--- src/rtl/rsa_stage_seq.sv ---
// Stage sequencer for the RSA systolic array: accepts a one-hot stage request, handshakes
// with the nonlinear unit, then runs P matrix-multiply passes of T cycles with skewed feed decodes.
module rsa_stage_seq #(
  parameter int X         = 4,
  parameter int Y         = 4,
  parameter int L         = 4,
  parameter int TB_AW     = 12,
  parameter int GROUP_LEN = 16,
  parameter int RD_DELAY  = 3,
  parameter int WR_DELAY  = 1
) (
  input  logic                  clk,
  input  logic                  sys_rst,
  input  logic [2:0]            stage_val,
  output logic [2:0]            stage_rdy,
  input  logic [GROUP_LEN-1:0]  n_len,
  output logic [2:0]            nonlinear_val,
  input  logic [2:0]            nonlinear_rdy,
  output logic [X-1:0]          A_in_en,
  output logic [Y-1:0]          B_in_en,
  output logic [X-1:0]          C_out_en,
  output logic [L-1:0]          TB_ena,
  output logic [L*TB_AW-1:0]    TB_addra,
  output logic                  busy,
  output logic                  done
);

  // k must hold T-1 for the largest N the n_len field can express.
  localparam int TMAX = RD_DELAY + WR_DELAY + (2**GROUP_LEN - 1) + X + Y - 1;
  localparam int KW   = $clog2(TMAX);

  localparam logic [31:0] RD32  = 32'(RD_DELAY);
  localparam logic [31:0] WR32  = 32'(WR_DELAY);
  localparam logic [31:0] Y32   = 32'(Y);
  localparam logic [31:0] TFIX  = 32'(RD_DELAY + WR_DELAY + X + Y - 2);

  typedef enum logic [1:0] {S_IDLE, S_NONLIN, S_MULT, S_DONE} state_t;

  state_t               state_q, state_d;
  logic [2:0]           stage_q, stage_d;
  logic [GROUP_LEN-1:0] n_q, n_d;
  logic [1:0]           pass_q, pass_d;
  logic [KW-1:0]        k_q, k_d;

  logic [31:0] k32, n32, t_last;
  logic [1:0]  pass_max;

  assign k32    = 32'(k_q);
  assign n32    = 32'(n_q);
  assign t_last = TFIX + n32;

  // PRD runs three passes, NEW one, UPD two.
  assign pass_max = stage_q[0] ? 2'd2 : (stage_q[2] ? 2'd1 : 2'd0);

  always_ff @(posedge clk or negedge sys_rst) begin
    if (!sys_rst) begin
      state_q <= S_IDLE;
      stage_q <= 3'b000;
      n_q     <= '0;
      pass_q  <= 2'd0;
      k_q     <= '0;
    end else begin
      state_q <= state_d;
      stage_q <= stage_d;
      n_q     <= n_d;
      pass_q  <= pass_d;
      k_q     <= k_d;
    end
  end

  always_comb begin
    state_d = state_q;
    stage_d = stage_q;
    n_d     = n_q;
    pass_d  = pass_q;
    k_d     = k_q;
    case (state_q)
      S_IDLE: begin
        if (stage_val inside {3'b001, 3'b010, 3'b100}) begin
          state_d = S_NONLIN;
          stage_d = stage_val;
          n_d     = (n_len == '0) ? {{(GROUP_LEN-1){1'b0}}, 1'b1} : n_len;
          pass_d  = 2'd0;
          k_d     = '0;
        end
      end
      S_NONLIN: begin
        if ((stage_q & nonlinear_rdy) != 3'b000) begin
          state_d = S_MULT;
          k_d     = '0;
        end
      end
      S_MULT: begin
        if (k32 == t_last) begin
          k_d = '0;
          if (pass_q != pass_max) pass_d = pass_q + 2'd1;
          else                    state_d = S_DONE;
        end else begin
          k_d = k_q + KW'(1);
        end
      end
      default: begin
        state_d = S_IDLE;
        pass_d  = 2'd0;
        k_d     = '0;
      end
    endcase
  end

  always_comb begin
    stage_rdy     = (state_q == S_IDLE) ? 3'b111 : 3'b000;
    busy          = (state_q != S_IDLE);
    done          = (state_q == S_DONE);
    nonlinear_val = (state_q == S_NONLIN) ? stage_q : 3'b000;
    A_in_en       = '0;
    B_in_en       = '0;
    C_out_en      = '0;
    TB_ena        = '0;
    TB_addra      = '0;
    if (state_q == S_MULT) begin
      for (int l = 0; l < L; l++) begin
        if (k32 >= 32'(l) && k32 <= 32'(l) + n32 - 32'd1) begin
          TB_ena[l] = 1'b1;
          TB_addra[l*TB_AW +: TB_AW] = TB_AW'(32'(pass_q) * n32 + k32 - 32'(l));
        end
      end
      // Feed windows are offset by the TB read latency; compare on k to stay unsigned.
      for (int i = 0; i < X; i++) begin
        if (k32 >= 32'(i) + RD32 && k32 <= 32'(i) + RD32 + n32 - 32'd1)
          A_in_en[i] = 1'b1;
        if (k32 >= RD32 + n32 + 32'(i) + WR32 && k32 <= RD32 + n32 + 32'(i) + WR32 + Y32 - 32'd1)
          C_out_en[i] = 1'b1;
      end
      for (int j = 0; j < Y; j++) begin
        if (k32 >= 32'(j) + RD32 && k32 <= 32'(j) + RD32 + n32 - 32'd1)
          B_in_en[j] = 1'b1;
      end
    end
  end

endmodule

--- config.mk ---
export PLATFORM = sky130hd
export DESIGN_NAME = rsa_stage_seq
export DESIGN_NICKNAME = d
export VERILOG_FILES = /design/src/rtl/rsa_stage_seq.sv
export SDC_FILE = /design/constraint.sdc
export NUM_CORES = 1
export LEC_CHECK = 0
export CORE_MARGIN = 1
export CORE_UTILIZATION = 31
export DETAILED_ROUTE_END_ITERATION = 7
export SYNTH_ARGS = -nofsm -noshare
export SYNTH_HDL_FRONTEND = slang
export SYNTH_SLANG_ARGS = --single-unit
--- constraint.sdc ---
create_clock -name clk -period 10.6 [get_ports clk]
set_input_delay 3.18 -clock clk [delete_from_list [all_inputs] [get_ports clk]]
set_output_delay 3.18 -clock clk [all_outputs]
set_load 0.05 [all_outputs]
==> results of run 1 <==
[cell usage after synthesis, types with 7 or more instances]
cell type  count  area (um2)
inv_1         89       334.1
nor2_1       152       570.6
a21o_1        65       488.0
dfrtp_1       40        1001
xnor2_1      190        1664
nand4_1       54       337.8
nor2b_1       19       118.9
nor3_1        59       295.3
inv_2         10       37.54
or3_1         18       112.6
buf_4          9       67.56
buf_1         11       41.29
ha_1         273        3416
nand3_1       44       220.2
and2_1        12       75.07
o21a_1        50       375.4
nor4_1        26       162.7
a22o_1        11       96.34
o21ai_0       65       325.3
fa_1          11       220.2
a211oi_1      16       120.1
buf_2         11       55.05
xor2_1        52       455.4
a211o_1        8       70.07
nand2_1      145       544.3
mux2_2         8       90.09
nand2b_1      23       143.9
clkbuf_1      36       135.1
a31oi_1        7       43.79
a21oi_1       90       450.4
[power by group]
group | internal, mW | switching (mW)
registers | 0.195 | 0.142
clock network | 0.0939 | 0.0589
logic | 1.47 | 2.42
[metal layers]
layer,part of all wire [%],up-vias,GRT usage [%]
met5,0,-,0
met4,2.9,0,6.288
met3,6.3,102,2.344
met2,45,495,35.79
met1,46,6305,30.15
li1,-,6312,-
[what timing repair did]
item                       4_1_cts  5_1_grt
setup endpoints to repair        0        2
setup buffers                    0        0
resized for setup                0        1
[logic make-up (layout without fill, tap and decap cells)]
kind of cell             Yosys count  in the layout  share of synthesized area [%]
XOR/XNOR                         248            248                          16.82
flip-flops                        40             40                          7.556
buffers and inverters            172            246                          5.346
adder cells (fa/ha/maj)          284            284                          27.45
AO/OA/AOI/OAI                    373            373                          19.26
multiplexers                      11             11                         0.9067
AND/OR/NAND/NOR                  599            599                          22.67
[path summary, 6_finish.rpt]
path / from / to / slack (ns) / cells past startpoint
hold / removal: stage_q[1] / stage_q[1] / 0.53 / 1
setup reg to reg: n_q[3] / k_q[12] / 6.22 / 12
max in group asynchronous: sys_rst / n_q[15] / 6.99 / 1
min in group asynchronous: sys_rst / k_q[11] / 3.03 / 1
hold reg to reg: stage_q[1] / stage_q[1] / 0.53 / 1
setup / recovery: n_q[1] / C_out_en[0] / 0.69 / 23
[stage by stage]
stage | std cells | setup WS (ns) | utilization (%)
final | 2340 | 0.6886 | 35.72
after global placement | 2332 | 0.9867 | 35.36
after CTS | 2340 | 0.4267 | 35.71
after global routing | 2340 | 0.1877 | 35.72
after detailed placement | 2332 | 0.7429 | 35.36
after floorplan | 1727 | 1.272 | -
[sequential cells by signal, summed over array words and instances, names as in the netlist]
signal   count
k_q         17
pass_q       2
stage_q      3
n_q         16
state_q      2
[final cells by class]
class | instances | area, um2 | share of cell area [%]
multi-input cells | 1515 | 11550 | 76.88
repair buffers | 135 | 1264 | 8.415
flip-flops and latches | 40 | 1001 | 6.665
well taps | 539 | 674.4 | 4.491
inverters | 103 | 386.6 | 2.574
clock buffers | 8 | 146.4 | 0.9748
==> results.md, run 1 <==
- Avg Inst Size Synth: 7.671 um2
- Final Skew: 0.003171 ns
- Clk_lat worst skew: 0.28 ns
- Num Clock Sinks: 40
- WL/cell: 20.67 um
- Cts hold-fix bufs: 0
- Synth Flop Type: dfrtp_1
- Post-synth EDFFs: 0
- MaxCap Viol Count: 0
- Register area share after synthesis: 7.556%
- Fmax: 0.1009 GHz
- Number of H-tree levels: 2
- Filler cell count: 4422
- Crit path kind: flop to output pin
- CP Data Required Time: 7.42 ns
- Final Max Tran Viols: 0
- Worst endpoint data arrival time: 6.73 ns
- Final instance area: 0.01502 mm2
- Core area: 0.04204 mm2
- CTS Buf Count: 5
- First-pass GRT wire length: 75.09 mm
- Layout cell share with drive strength beyond 1: 5.830%
- Port Buffers: 95
- Maximum vdd drop: 0.2047 mV
- Crit path buffers/inverters: 5
- Synthesis-to-layout area growth: 13.36%
- Standard-cell rows: 75
- CP top delay family: simple AND/OR/NAND/NOR gates
- Grt ovf: 0
- CP startpoint kind: flop
- Tcrit/Tclk final: 93.50%
- Number of synthesized register bits: 40
- Min-delay worst type: flop to flop
- Slew HR: 17.58%
- Mapped Area: 0.01325 mm2
- Height of the die: 208.7 um
- Via Count: 13210
- Die Width: 208.7 um
- DR vias/cell: 5.647
- DRC: 0
- Leak: 6.782 nW
- Crit-path cells: inv_1, ha_1, buf_4, and4b_1, xnor2_4, inv_2, nor3_1, nand4_1, xor2_1, clkinv_1, nor3_2, nand2_1, nor2_1, xnor2_1, ha_1, a21o_1, a21o_1, a21oi_1, o21ai_0, a21oi_1, o21a_1, o211a_1, clkdlybuf4s50_1
- Min cycle time layout: 9.911 ns
- Post-synthesis cell type count: 89
- # diodes: 0
- Final Wtd Congestion: 0.9850
- GRT Total Usage: 21.87%
- Post-Route WL: 48.36 mm
- Commonest non-fill, non-tap cells in the layout: 273 x ha_1, 189 x xnor2_1, 152 x nor2_1
- Slowest cell on the critical path: clkdlybuf4s50_1
- Warnings from Yosys: 0
- Status: finished, final reports clean
- Crit path max fanout: 19
- Worst Setup End Kind: output pin
- DR iter-0 viols: 1186
- Initial antenna violation count: 0
- Final Hold Viols: 0
- CTS tree: built
- Total power: 4.383 mW
- Largest stage delay, worst path: 0.79 ns
- Detailed Place HPWL: 37.06 mm
- Pre-antenna DRT Iters: 5
- Vias in the first global route: 12770
- Worst slew pin tran: 1.232 ns
- Unrepaired setup endpoints after global routing: false
- Setup TNS: 0 ns
- DP Area: 0.01486 mm2
- Final number of setup-violating endpoints: 0
- DIE AREA: 0.04357 mm2
- Mapped Nets: 2035
- Ys async rst share: 100.0%
- CTS root buf: clkbuf_16
- Synth Instances: 1727
- Antenna Nets Post-Route: 0
- P per Cell Area: 291.8 mW/mm2
- WHS: 0.5349 ns
- Nets: 2108
- Clock tree buffer depth: 2
- Largest net degree at the start of global routing: 41
- I/O Pins: 96
- Most common cell after layout, fill and taps aside: ha_1
- Clock Pin Slew Worst Setup and Hold Paths: 0.06 ns
- Starting Density: 31.51%
Power figures use the tool's default switching activity.
==> run 2, diff against run 1 <==
--- a/config.mk
+++ b/config.mk
@@ -8,6 +8,7 @@
 export CORE_MARGIN = 1
 export CORE_UTILIZATION = 31
 export DETAILED_ROUTE_END_ITERATION = 7
+export GPL_TIMING_DRIVEN = 0
 export SYNTH_ARGS = -nofsm -noshare
 export SYNTH_HDL_FRONTEND = slang
 export SYNTH_SLANG_ARGS = --single-unit
==> results.md, run 2 (synthesized netlist as in run 1, its figures left out) <==
- Port Buffers: 95
- Worst path most repeated cell: ha_1
- DRC: 0
- CTS Buf Count: 5
- Sequential share of power: 6.1%
- Num Clock Sinks: 40
- Worst Setup End Kind: output pin
- Top Registers: k_q (17), n_q (16), stage_q (3)
- Final number of setup-violating endpoints: 0
- Post-Route WL: 49.06 mm
- Crit-path cells: clkbuf_2, inv_1, ha_1, buf_6, xnor2_2, ha_1, buf_2, nand3_1, a2111oi_1, a211oi_2, a211o_1, nor3_2, nand2_1, nor2_1, xnor2_1, ha_1, a21o_1, a21o_1, a21oi_1, o21ai_0, a21oi_1, o21a_1, o211a_1, clkdlybuf4s50_1
- Die Width: 208.7 um
- Largest stage delay, worst path: 0.81 ns
- Largest net degree at the start of global routing: 41
- Nets: 2137
- Tcrit/Tclk final: 98.23%
- Worst r2r src: n_q[3]
- Fmax: 0.09604 GHz
- Height of the die: 208.7 um
- Internal Power: 1.757 mW
- Antenna Nets Post-Route: 0
- DIE AREA: 0.04357 mm2
- Clk_lat worst skew: 0.29 ns
- DR vias/cell: 5.644
- Final Wtd Congestion: 0.9906
- Via Count: 13370
- DR iter-0 viols: 1141
- Detailed Place HPWL: 37.50 mm
- Hold Startpoint: stage_q[1]
- NetSw: 2.661 mW
- GRT Total Usage: 22.18%
- Final Max Tran Viols: 0
- Vias in the first global route: 13020
- Min cycle time layout: 10.41 ns
- Starting Density: 31.51%
- CP Data Required Time: 7.42 ns
- R2R setup slack: 5.63 ns
- Leak: 6.764 nW
- MaxCap Viol Count: 0
- Min-delay worst type: flop to flop
- Cells after DPL: 2362
- Number of H-tree levels: 2
- Crit path max fanout: 10
- Pre-antenna DRT Iters: 6
- WHS: 0.5370 ns
- Grt ovf: 0
- WL/cell: 20.71 um
- Worst endpoint data arrival time: 7.23 ns
- Most common cell after layout, fill and taps aside: ha_1
- Slowest cell on the critical path: clkdlybuf4s50_1
- Clock tree buffer depth: 2
- # diodes: 0
- Filler cell count: 4493
- Unrepaired setup endpoints after global routing: false
- Hold Crit Depth: 1
- Net Sw Frac: 60.24%
- CP startpoint kind: flop
- Slew HR: 7.783%
- Clock power share: 3.5%
- First-pass GRT wire length: 75.85 mm
- Status: finished, final reports clean
- I/O Pins: 96
- Worst slew pin tran: 1.383 ns
- Crit path kind: flop to output pin
- CTS tree: built
- Largest register FFs: 17
- Maximum vdd drop: 0.1985 mV
- Reg-to-reg endpoint: k_q[11]
- Setup Fix Bufs, Post-CTS: 0
- Reg2Reg Depth: 14
- Commonest non-fill, non-tap cells in the layout: 273 x ha_1, 188 x xnor2_1, 152 x nor2_1
- Layout cell share with drive strength beyond 1: 5.410%
- Standard-cell rows: 75
- Largest Register: k_q
- Critical Path Source: n_q[0]
- Logic pwr share: 90.3%
- Final Skew: 0.007782 ns
- Clock Pin Slew Worst Setup and Hold Paths: 0.06 ns
- Crit path buffers/inverters: 5
- Initial antenna violation count: 1
- CP top delay family: compound AO/OA/AOI/OAI gates
- Post-layout instance count excluding filler cells: 2369
- Synthesis-to-layout area growth: 13.85%
- Core area: 0.04204 mm2
- Min-Delay Endpoint: stage_q[1]
- P per Cell Area: 292.9 mW/mm2
- Final Hold Viols: 0
- CTS root buf: clkbuf_16
-- run 2: changes by cell type in the layout (fill, tap and decap cells not counted), moves of 3 or more --
cell / previous run / this run
buf_1: 0 / 10
buf_2: 1 / 12
buf_4: 41 / 9
clkbuf_1: 2 / 34
clkbuf_2: 0 / 3
dfrtp_1: 40 / 37
dfrtp_2: 0 / 3
-- run 2: repair_timing --
| action | in CTS | in global routing |
|---|---|---|
| endpoints found under the setup margin | 16 | 16 |
| hold buffers | 0 | 0 |
| gates resized for setup | 7 | 11 |
-- run 2: stage by stage --
stage	setup slack, ns	power, mW	TNS (ns)	util [%]	instance area, um2
6_report	0.1880	4.418	0	35.88	15080
5_1_grt	0.01536	4.798	0	35.88	15080
4_1_cts	0.01052	4.361	0	35.82	15060
3_5_place_dp	-0.5415	4.180	-0.9343	35.43	14900
3_3_place_gp	-0.5123	4.118	-0.9393	35.38	14870
2_1_floorplan	1.272	3.131	0	-	13250
-- run 2: per-layer routing --
layer  up-vias  share of wire (%)  wire (um)  track usage, %
met2       500                 45      21960           36.49
met5         -                  0          0               0
li1       6363                  -          -               -
met4         0                3.5       1697           7.277
met1      6400                 46      22450           30.59
met3       107                6.0       2954           1.563
-- run 2: layout make-up --
type / count / area [um2] / share of cell area, %
Sequential cell: 40 / 1005 / 6.662
Buffer: 68 / 320.3 / 2.124
Clock inverter: 2 / 15.01 / 0.09955
Timing Repair Buffer: 96 / 964.7 / 6.396
Multi-Input combinational cell: 1515 / 11580 / 76.76
Clock buffer: 6 / 138.9 / 0.9209
Tap cell: 539 / 674.4 / 4.472
Inverter: 103 / 386.6 / 2.563
-- run 2: how the worst max path moves through the flow --
stage                             end  slack (ns)  depth (start not counted)
after floorplan           C_out_en[2]        1.27                         27
after CTS                 C_out_en[2]        0.01                         27
after global routing      C_out_en[0]        0.02                         23
after global placement    C_out_en[2]       -0.51                         27
after detailed placement  C_out_en[2]       -0.54                         27
final                     C_out_en[0]        0.19                         24
-- run 2: power by group through the flow --
| stage | clock network [mW] | logic, mW | registers [mW] |
|---|---|---|---|
| floorplan | 0 | 2.89 | 0.236 |
| finish | 0.156 | 3.99 | 0.270 |
| detailed placement | 0 | 3.91 | 0.268 |
| global placement | 0 | 3.85 | 0.266 |
| global route | 0.166 | 4.36 | 0.274 |
| CTS | 0.159 | 3.94 | 0.266 |
==> variant 1 (config.mk and constraints of run 2) <==
`n_q` no longer has a reset.
--- a/src/rtl/rsa_stage_seq.sv
+++ b/src/rtl/rsa_stage_seq.sv
@@ -56,16 +56,18 @@
     if (!sys_rst) begin
       state_q <= S_IDLE;
       stage_q <= 3'b000;
-      n_q     <= '0;
       pass_q  <= 2'd0;
       k_q     <= '0;
     end else begin
       state_q <= state_d;
       stage_q <= stage_d;
-      n_q     <= n_d;
       pass_q  <= pass_d;
       k_q     <= k_d;
     end
+  end
+
+  always_ff @(posedge clk) begin
+    n_q <= n_d;
   end
 
   always_comb begin
Formal check against the unedited RTL: same outputs for any inputs over 4 cycles, from zero or initial values and one cycle with sys_rst low; that may be too few to reach the edited logic, so the function may still have changed.
==> variant 1 against run 2 <==
Via count decreased by 3.6%; die area down 0.41%; synthesized cell count hardly changed; sequential cell count unchanged; fmax up 3.9%; critical path depth up 2; final area down 0.38%; routed wire length is 9.4% lower; global-route usage is 2.1 points lower; worst setup slack better by 0.39 ns; area after synthesis fell by 0.42%.
Power is left out: it rests on default switching activity, and per cell area and clock period it moved more than threefold.
==> variant 1: results (changes against run 2) <==
| Metric | Value |
|---|---|
| Yosys warnings | 0 (unchanged) |
| Root Driver | clkbuf_16 |
| # diodes | 0 (unchanged) |
| Top post-synthesis cells by count | ha_1 (273), xnor2_1 (193), nor2_1 (178) |
| Starting DRT DRC Count | 834 (-27%) |
| First-pass GRT wire length | 69.59 mm (-8.3%) |
| Num CTS Buffers | 5 (unchanged) |
| EDFF count, synth | 16 (+16) |
| Post-Syn Nets | 2,034 (-0.049%) |
| DRT Pass-1 Iters | 7 (+1) |
| Final Wtd Congestion | 0.9637 (-2.7%) |
| Layout Skew | 0.004716 ns (-0.003066 ns) |
| Cells taking the most area after synthesis | ha_1 (26%), xnor2_1 (13%), nor2_1 (5.1%), dfrtp_1 (4.6%), nand2_1 (4.1%) |
| Largest regs | k_q: 17 flops, n_q: 16 flops, stage_q: 3 flops |
| Final wirelength | 44.47 mm (-9.4%) |
| Register area share after synthesis | 8.194% (+0.64 points) |
| Fraction of final layout cells sized beyond drive strength 1 | 4.801% (-0.61 points) |
| Synth Area in Compound Gates | 15.68% (-3.6 points) |
| Ys flop type | dfrtp_1 |
| Synth unique cells | 86 (-3.4%) |
| Dpl hpwl | 35.31 mm (-5.8%) |
| Post-synthesis mux area share | 0.2466% (-0.66 points) |
| CTS H-tree depth | 2 (unchanged) |
| CP max FO | 9 (-1) |
| Clk slew on worst S/H paths | 0.06 ns (about the same) |
| Vias in the first global route | 12,547 (-3.6%) |
| Outcome | finished, final reports clean |
| CP arrival | 6.84 ns (-0.39 ns) |
| Hold crit path type | reg -> reg |
| Input/output buffers | 95 (unchanged) |
| Synth async-reset ratio | 60.00% (-40 points) |
| Synth Area in Adders | 27.56% (+0.11 points) |
| Clk buf depth | 2 (unchanged) |
| Worst rel slew slack | 14.89% (+7.1 points) |
| Xor/xnor share of the synthesized area | 18.30% (+1.5 points) |
| Final net count | 2,140 (+0.14%) |
| Initial antenna violation count | 1 (unchanged) |
| Largest net degree at the start of global routing | 25 (-39%) |
| Vias | 12,888 (-3.6%) |
| GR Util All Layers | 20.10% (-2.1 points) |
| Clock Latency Late Sink | 0.29 ns (about the same) |
variant 1: metal layers:
layer | GRT usage [%] | up-vias | share of wire (%)
li1 | - | 6268 | -
met1 | 26.84 | 6091 | 46
met2 | 33.50 | 427 | 45
met3 | 2.143 | 100 | 5.6
met4 | 6.871 | 2 | 3.5
met5 | 0 | - | 0.029
variant 1: through the flow:
step / cell area (sq um) / hold WS [ns] / setup slack (ns) / std cells / util, %
after floorplan: 13190 / 0.4940 / 0.4276 / 1726 / -
after global placement: 14820 / 0.5206 / 0.3735 / 2360 / 35.33
after detailed placement: 14820 / 0.5308 / 0.3482 / 2360 / 35.33
after CTS: 14990 / 0.5447 / 0.009457 / 2368 / 35.73
after global routing: 15020 / 0.5738 / 0.1008 / 2372 / 35.82
final: 15020 / 0.5364 / 0.5797 / 2372 / 35.82
variant 1: final timing paths:
path                                   startpoint                     end  slack [ns]  cells after the start
min in group asynchronous                 sys_rst      k_q[8]$_DFFE_PN0P_        3.49                      1
min                        stage_q[1]$_DFFE_PN0P_  stage_q[1]$_DFFE_PN0P_        0.54                      1
max                          n_q[2]$_SDFFCE_PN0P_             C_out_en[2]        0.58                     26
max reg2reg                  n_q[2]$_SDFFCE_PN0P_     k_q[14]$_DFFE_PN0P_        5.64                     11
min reg2reg                stage_q[1]$_DFFE_PN0P_  stage_q[1]$_DFFE_PN0P_        0.54                      1
max in group asynchronous                 sys_rst  state_q[1]$_DFFE_PN0P_        6.42                      1
variant 1: area by class of cell:
cell class              instances  area [sq um]
plain buffers                  69         322.8
flip-flops and latches         40          1081
clock buffers                   5         125.1
multi-input cells            1502         11360
repair buffers                 99         978.4
fillers                      4409         26920
inverters                     115         434.2
well taps                     539         674.4
clock inverters                 3         46.29
variant 1: critical path, cell delays in order, from the launching register on:
cell	delay, ns
edfxtp_1	0.64
ha_1	0.22
buf_2	0.24
a21oi_4	0.10
xnor2_2	0.50
ha_1	0.24
clkbuf_1	0.33
nand3_1	0.23
nor2_1	0.25
nand2_1	0.16
nor2_1	0.28
xnor2_1	0.24
nor3_1	0.42
xnor2_1	0.18
ha_1	0.27
a21o_1	0.18
a21o_1	0.16
a21o_1	0.17
a21oi_1	0.14
nor2b_1	0.05
o21ai_0	0.14
nand2b_1	0.08
a21oi_1	0.18
o31ai_1	0.09
a21o_1	0.18
a2111oi_0	0.47
clkbuf_2	0.37
variant 1: repair_timing:
item,in CTS,in global routing
buffers inserted,0,4
resized for setup,0,4
endpoints found under the setup margin,0,3
==> variant 2 (settings of run 2) <==
Made on the original files. Change the parameter `TB_AW` from 12 to 11.
--- a/src/rtl/rsa_stage_seq.sv
+++ b/src/rtl/rsa_stage_seq.sv
@@ -4,7 +4,7 @@
   parameter int X         = 4,
   parameter int Y         = 4,
   parameter int L         = 4,
-  parameter int TB_AW     = 12,
+  parameter int TB_AW     = 11,
   parameter int GROUP_LEN = 16,
   parameter int RD_DELAY  = 3,
   parameter int WR_DELAY  = 1
Interface: changed (resized TB_addra); port bits go from 96 to 92. No check against the original RTL was run, so the function may have changed too.
==> variant 2 against run 2 <==
Sequential cell count is the same; worst setup slack gained 0.0065 ns; clock power grew 14%; final area shrank 0.26%; area after synthesis shrank 0.87%; routed wire length shrank 6.5%; largest cell class unchanged; clock skew shrank 0.0027 ns; critical endpoint unchanged; power is essentially flat; largest power group unchanged; sequential power grew 3%; highest routed layer unchanged; die area shrank 0.86%.
==> variant 2: results (changes against run 2) <==
| Metric | Value |
|---|---|
| Vias | 13,183 (-1.4%) |
| Final net count | 2,124 (-0.61%) |
| Register area share after synthesis | 7.622% (+0.066 points) |
| Synth Area in Adders | 27.44% (about the same) |
| Layout Skew | 0.005048 ns (-0.002734 ns) |
| Outcome | finished, final reports clean |
| Starting DRT DRC Count | 895 (-22%) |
| Fmax | 96.10 MHz (about the same) |
| CP max stage delay | 0.87 ns (+0.06 ns) |
| Dpl hpwl | 35.85 mm (-4.4%) |
| Final Wtd Congestion | 0.9677 (-2.3%) |
| Worst path top cell family by delay | simple AND/OR/NAND/NOR gates |
| Post-synthesis mux area share | 0.6764% (-0.23 points) |
| Input/output buffers | 91 (-4.2%) |
| Top post-synthesis cells by count | ha_1 (272), xnor2_1 (186), nor2_1 (150) |
| DRT Pass-1 Iters | 5 (-1) |
| Cells taking the most area after synthesis | ha_1 (26%), xnor2_1 (12%), dfrtp_1 (7.6%), nor2_1 (4.3%), nand2_1 (4.0%) |
| P_int | 1.779 mW (+1.3%) |
| # fillers | 4,413 (-1.8%) |
| Fraction of final layout cells sized beyond drive strength 1 | 5.058% (-0.35 points) |
| WL/cell | 19.45 um (-6.1%) |
| Post-Syn Nets | 2,021 (-0.69%) |
| Xor/xnor share of the synthesized area | 16.73% (-0.091 points) |
| Synth unique cells | 82 (-7.9%) |
| Peak VDD IR | 0.1878 mV (-5.4%) |
| Synth Instances | 1,715 (-0.69%) |
| Cell area after layout | 15,040 sq um (-0.26%) |
| Largest net degree at the start of global routing | 23 (-44%) |
| LEAKAGE | 6.766 nW (about the same) |
| # placed instances | 2,346 (-0.68%) |
| Reg2Reg Setup Slack | 5.51 ns (-0.12 ns) |
| GR Util All Layers | 20.77% (-1.4 points) |
variant 2: how the worst min path moves through the flow:
stage | to | slack, ns | cells past startpoint
floorplan | stage_q[1]$_DFFE_PN0P_ | 0.49 | 1
global placement | stage_q[1]$_DFFE_PN0P_ | 0.53 | 1
detailed placement | stage_q[1]$_DFFE_PN0P_ | 0.53 | 1
CTS | stage_q[1]$_DFFE_PN0P_ | 0.54 | 1
global route | stage_q[1]$_DFFE_PN0P_ | 0.57 | 1
finish | stage_q[1]$_DFFE_PN0P_ | 0.54 | 1
variant 2: cell type report:
| cell class | instances | share of cell area (%) |
|---|---|---|
| Clock inverter | 3 | 0.3077 |
| Sequential cell | 40 | 6.671 |
| Buffer | 64 | 1.946 |
| Tap cell | 539 | 4.483 |
| Timing Repair Buffer | 97 | 6.587 |
| Multi-Input combinational cell | 1504 | 76.52 |
| Clock buffer | 5 | 0.8317 |
| Inverter | 106 | 2.653 |
variant 2: per-layer routing:
layer	part of all wire (%)	GRT usage, %	up-vias
met2	45	34.14	449
met4	3.3	7.637	0
met5	0	0	-
met1	45	27.62	6311
met3	5.9	2.723	92
li1	-	-	6331
variant 2: power by group through the flow:
stage          Sequential (mW)  Clock, mW  Combinational, mW
6_report                 0.279      0.178               3.96
3_3_place_gp             0.274          0               3.79
4_1_cts                  0.274      0.181               3.90
3_5_place_dp             0.275          0               3.85
5_1_grt                  0.282      0.189               4.31
2_1_floorplan            0.245          0               2.87
variant 2: what timing repair did:
item                       in CTS  in global routing
pin swaps                       1                  2
resized for setup              18                  9
setup endpoints to repair      18                 16
setup buffers                   1                  3
hold endpoints to repair        0                  0
hold buffers                    0                  0
gates cloned                    0                  0
